[src/rtl/piso_shift_tx.sv]
// Parallel-in/serial-out shift transmitter: takes a WIDTH-bit word over valid/ready
// and drives it out one bit per clock with framing, streaming back-to-back words gaplessly.
module piso_shift_tx #(
    parameter int unsigned WIDTH     = 4,
    parameter bit          MSB_FIRST = 1'b1
) (
    input  logic             clk,
    input  logic             rst,
    input  logic             load_valid,
    input  logic [WIDTH-1:0] load_data,
    output logic             load_ready,
    output logic             sdata,
    output logic             sframe,
    output logic             slast,
    output logic             busy
);

    localparam int unsigned     CNT_W    = (WIDTH > 2) ? $clog2(WIDTH) : 1;
    localparam logic [CNT_W-1:0] CNT_LAST = CNT_W'(WIDTH - 1);

    typedef enum logic {
        IDLE,
        SHIFT
    } state_e;

    state_e           state_q, state_d;
    logic [WIDTH-1:0] sreg_q, sreg_d;
    logic [WIDTH-1:0] sreg_shifted;
    logic [CNT_W-1:0] cnt_q, cnt_d;
    logic [CNT_W-1:0] cnt_inc;
    logic             sdata_q, sdata_d;
    logic             sframe_q, sframe_d;
    logic             slast_q, slast_d;
    logic             at_last;
    logic             accept;

    // The bit at the output end is already on sdata when sreg is loaded, so it never feeds logic.
    logic             sreg_out_end_unused;
    assign sreg_out_end_unused = MSB_FIRST ? sreg_q[WIDTH-1] : sreg_q[0];

    always_ff @(posedge clk) begin
        if (rst) begin
            state_q  <= IDLE;
            sreg_q   <= '0;
            cnt_q    <= '0;
            sdata_q  <= 1'b0;
            sframe_q <= 1'b0;
            slast_q  <= 1'b0;
        end else begin
            state_q  <= state_d;
            sreg_q   <= sreg_d;
            cnt_q    <= cnt_d;
            sdata_q  <= sdata_d;
            sframe_q <= sframe_d;
            slast_q  <= slast_d;
        end
    end

    always_comb begin
        state_d = state_q;
        unique case (state_q)
            IDLE:    if (accept) state_d = SHIFT;
            SHIFT:   if (at_last && !accept) state_d = IDLE;
            default: state_d = IDLE;
        endcase
    end

    always_comb begin
        at_last    = (cnt_q == CNT_LAST);
        load_ready = (state_q == IDLE) || ((state_q == SHIFT) && at_last);
        accept     = load_valid && load_ready;
        busy       = (state_q == SHIFT);
        sdata      = sdata_q;
        sframe     = sframe_q;
        slast      = slast_q;
    end

    always_comb begin
        sreg_shifted = MSB_FIRST ? {sreg_q[WIDTH-2:0], 1'b0} : {1'b0, sreg_q[WIDTH-1:1]};
        cnt_inc      = cnt_q + CNT_W'(1);
        sreg_d       = sreg_q;
        cnt_d        = cnt_q;
        sdata_d      = sdata_q;
        sframe_d     = sframe_q;
        slast_d      = slast_q;
        if (accept) begin
            sreg_d   = load_data;
            sdata_d  = MSB_FIRST ? load_data[WIDTH-1] : load_data[0];
            cnt_d    = '0;
            sframe_d = 1'b1;
            slast_d  = 1'b0;
        end else if (state_q == SHIFT && !at_last) begin
            sreg_d   = sreg_shifted;
            sdata_d  = MSB_FIRST ? sreg_shifted[WIDTH-1] : sreg_shifted[0];
            cnt_d    = cnt_inc;
            sframe_d = 1'b1;
            slast_d  = (cnt_inc == CNT_LAST);
        end else if (state_q == SHIFT) begin
            sdata_d  = 1'b0;
            sframe_d = 1'b0;
            slast_d  = 1'b0;
        end
    end

endmodule
[config.mk]
export PLATFORM = sky130hd
export DESIGN_NAME = piso_shift_tx
export DESIGN_NICKNAME = d
export VERILOG_FILES = /design/src/rtl/piso_shift_tx.sv
export SDC_FILE = /design/constraint.sdc
export NUM_CORES = 1
export LEC_CHECK = 0
export BUFFER_PORTS_ARGS = -buffer_cell sky130_fd_sc_hd__buf_2
export CAP_MARGIN = 20
export CELL_PAD_IN_SITES_DETAIL_PLACEMENT = 1
export CELL_PAD_IN_SITES_GLOBAL_PLACEMENT = 1
export CORE_MARGIN = 2
export CORE_UTILIZATION = 31
export CTS_CLUSTER_SIZE = 14
export DETAILED_ROUTE_END_ITERATION = 6
export MAX_ROUTING_LAYER = met4
export PLACE_DENSITY_LB_ADDON = 0.1
export SLEW_MARGIN = 20
export SYNTH_ARGS = -nofsm -noshare
export SYNTH_HDL_FRONTEND = slang
export SYNTH_SLANG_ARGS = --single-unit
[constraint.sdc]
create_clock -name clk -period 1.1 [get_ports clk]
set_input_delay 0.33 -clock clk [delete_from_list [all_inputs] [get_ports clk]]
set_output_delay 0.33 -clock clk [all_outputs]
set_load 0.1 [all_outputs]
==> impl_metrics.yaml <==
routing:
  detailedRoute.firstIterationViolations: 2
  drc: 0
  count_of_vias_placed_by_the_detailed_router: 387
  avgRoutedWirePerCell_um: 15.4
  routed_wl_um: 1230
  via_per_inst: 4.84
  antenna_violating_nets_post_route: 0
  drt-pass1-iter-count: 4
sta:
  finalHoldViolCount: 0
  slew_headroom_pct: 81.4
  final.period_utilization_pct: 143
  grt_setup_unrepaired: "true"
  fin_tns_setup_ns: -2.44
  timing.final.max_slew_violations: 0
  final_number_of_setup_violating_endpoints: 14
  max_slew.worst_pin.slew_ns: 0.271
  layout_min_cycle_time_ns: 1.57
  max_freq_mhz: 636
  finClkSkew_ns: 0.00455
  layout_setup_ws_ns: -0.473
grt:
  first_global_vias: 419
  grt_pass1_wl_um: 1980
  antenna_violations_before_repair: 0
  grtUsageTotal_pct: 19.5
  global_route.overflow_total: 0
  grt_start_max_net_pins: 10
yosys:
  seq_area_frac_synth_pct: 43.0
  synthesis.area_um2: 419
  synth-seq-cells: 9
  synth_fp_nets: 50
  synth_area_per_cell_um2: 10.2
  synth.lib_cells_used.distinct: 18
  synth.area.top_cells: "dfxtp_1 (43%), a211oi_2 (9.0%), mux2i_1 (7.2%)"
  synth-warning-count: 0
  cell_taking_the_most_area_after_synthesis: "dfxtp_1"
  postSynthCellCount: 41
  synthDominantCellAreaShare_pct: 43.0
placed_design:
  placement.cell_area_um2: 642
  gpl.final_weighted_congestion: 0.723
  portBuffers: 11
  hpwlAfterDp_um: 847
critical_path:
  endpoint_kind: "output pin"
  timing.rr.end: "sdata$_SDFFE_PP0P_"
  cpLargestDelayFamily: "flip-flops"
  timing.setup.critical_path_class: "flop to output pin"
  largest_driver_fanout_on_the_critical_path: 2
  cpPeakStageDelay_ns: 0.33
  worst_ep_arrival_time_ns: 1.24
  critical_path_buf_inv_count: 2
  worstRegToRegCells: 6
  setup.reg_to_reg.worst_slack_ns: -0.25
  setup.worst_path.start_class: "flop"
  critical_path.reg2reg.startpoint: "cnt_q[1]$_SDFFE_PP0P_"
  critical_path.cell_chain: "ha_4 -> and2b_4 -> inv_12 -> buf_12"
  critical_path.slowest_cell: "dfxtp_2"
  worst_ep_required_time_ns: 0.77
clocking:
  clkSinkCount: 9
  cts_tree: "built"
  clk_transition_reported_paths_ns: 0.06
  ctsHtreeMaxLevel: 1
  clk_root_buffer_cell: "clkbuf_4"
  clockBufferDepth: 2
  insertion_delay_ns: 0.26
  numCtsBuffers: 3
  cts_hold_repair.buffers: 0
power:
  leakage_uw: 0.000318
  power_density_nw_per_um2: 1220
  ir_worst_vdd_mv: 0.897
floorplanning:
  design.core.area_um2: 1280
  num_io_pins: 12
  die_y_um: 40.8
  fp-row-count: 13
  initial_core_util_pct: 32.6
  die_w_um: 40.8
  full_die_area_um2: 1660
finish:
  finish.instance_area_um2: 767
  area_growth_pct: 83.0
  drive_above_1_share_pct: 70.8
  nets: 75
  antenna-diode-count: 0
hold_path:
  min-delay-start: "rst"
  hold_class: "input pin to flop"
  whs_endpoint: "cnt_q[1]$_SDFFE_PP0P_"
  hold-path-cell-count: 2
outcome:
  failed_checks: "setup timing"
  outcome: "finished, violations left"
flow_run:
  cap_violations: 0
-- routing by layer --
| layer | global-route usage (%) | up-vias | wire length [um] |
|---|---|---|---|
| met4 | 10.0 | 0 | 12 |
| met3 | 4.89 | 2 | 56 |
| met5 | - | - | 0 |
| li1 | - | 190 | - |
| met2 | 31.3 | 11 | 629 |
| met1 | 22.4 | 184 | 530 |
-- worst max-delay path by stage --
stage,start,endpoint,slack (ns),depth (start not counted)
after global routing,cnt_q[1]$_SDFFE_PP0P_,load_ready,-0.51,4
after detailed placement,cnt_q[1]$_SDFFE_PP0P_,sdata$_SDFFE_PP0P_,-0.23,5
after global placement,cnt_q[1]$_SDFFE_PP0P_,load_ready,-0.19,4
final,cnt_q[1]$_SDFFE_PP0P_,load_ready,-0.47,4
after CTS,cnt_q[1]$_SDFFE_PP0P_,load_ready,-0.49,4
after floorplan,busy$_SDFF_PP0_,load_ready,-0.15,2
-- cell usage in the layout (no fill, tap or decap), types with 2 or more instances in the layout --
cell and instances:
buf_4 8, buf_2 6, buf_12 6, dfxtp_2 5, a21oi_2 3, mux2i_1 3, a211oi_2 3, clkbuf_4 3
dfxtp_1 3, inv_1 2, nand2b_1 2, nor2_4 2, buf_6 2
-- metrics by stage --
stage / std cells / util [%] / worst slack [ns] / total power, uW / hold slack, ns
2_1_floorplan: 41 / - / -0.152 / 541 / 0.463
3_3_place_gp: 71 / 50.0 / -0.186 / 627 / 0.502
3_5_place_dp: 71 / 50.0 / -0.227 / 639 / 0.512
4_1_cts: 79 / 58.2 / -0.489 / 943 / 0.359
5_1_grt: 80 / 59.7 / -0.514 / 992 / 0.410
6_report: 80 / 59.7 / -0.473 / 939 / 0.401
-- power breakdown --
| part | internal (uW) | switching [uW] |
|---|---|---|
| registers | 349 | 20.3 |
| clock network | 140 | 123 |
| logic | 131 | 176 |
| total | 620 | 320 |
-- cells in the mapped netlist, drive strengths merged --
library cell	n
nor2	3
dfxtp	9
buf	2
nor3b	1
o21bai	1
a211oi	3
nand3	2
nand2	1
a21oi	4
inv	3
ha	2
a32oi	1
a31oi	1
and2b	1
mux2i	3
nand2b	2
nor3	2
-- flip-flops by register name (all words and copies together) (netlist names) --
register	flops
cnt_q	2
busy	1
sframe	1
sreg_q	3
sdata	1
slast	1
-- area by class of cell --
type | count | area, um2
fill | 135 | 518
multi-input combinational | 27 | 275
timing repair buffer | 22 | 233
sequential | 9 | 190
clock buffer | 4 | 26.3
inverter | 3 | 23.8
tap | 15 | 18.8
-- logic make-up (layout without fill, tap and decap cells) --
logic type	after synthesis	count (layout)	share of synthesized area, %
multiplexers	3	3	7.16
adder cells (fa/ha/maj)	2	2	5.97
flip-flops	9	9	43.0
buffers and inverters	5	29	7.46
AND/OR/NAND/NOR	12	12	15.5
AO/OA/AOI/OAI	10	10	20.9
-- timing repair --
action	4_1_cts	5_1_grt
endpoints found under the setup margin	14	14
gates resized for setup	11	7
setup buffers	4	4
pin swaps	3	4
Power figures use the tool's default switching activity.
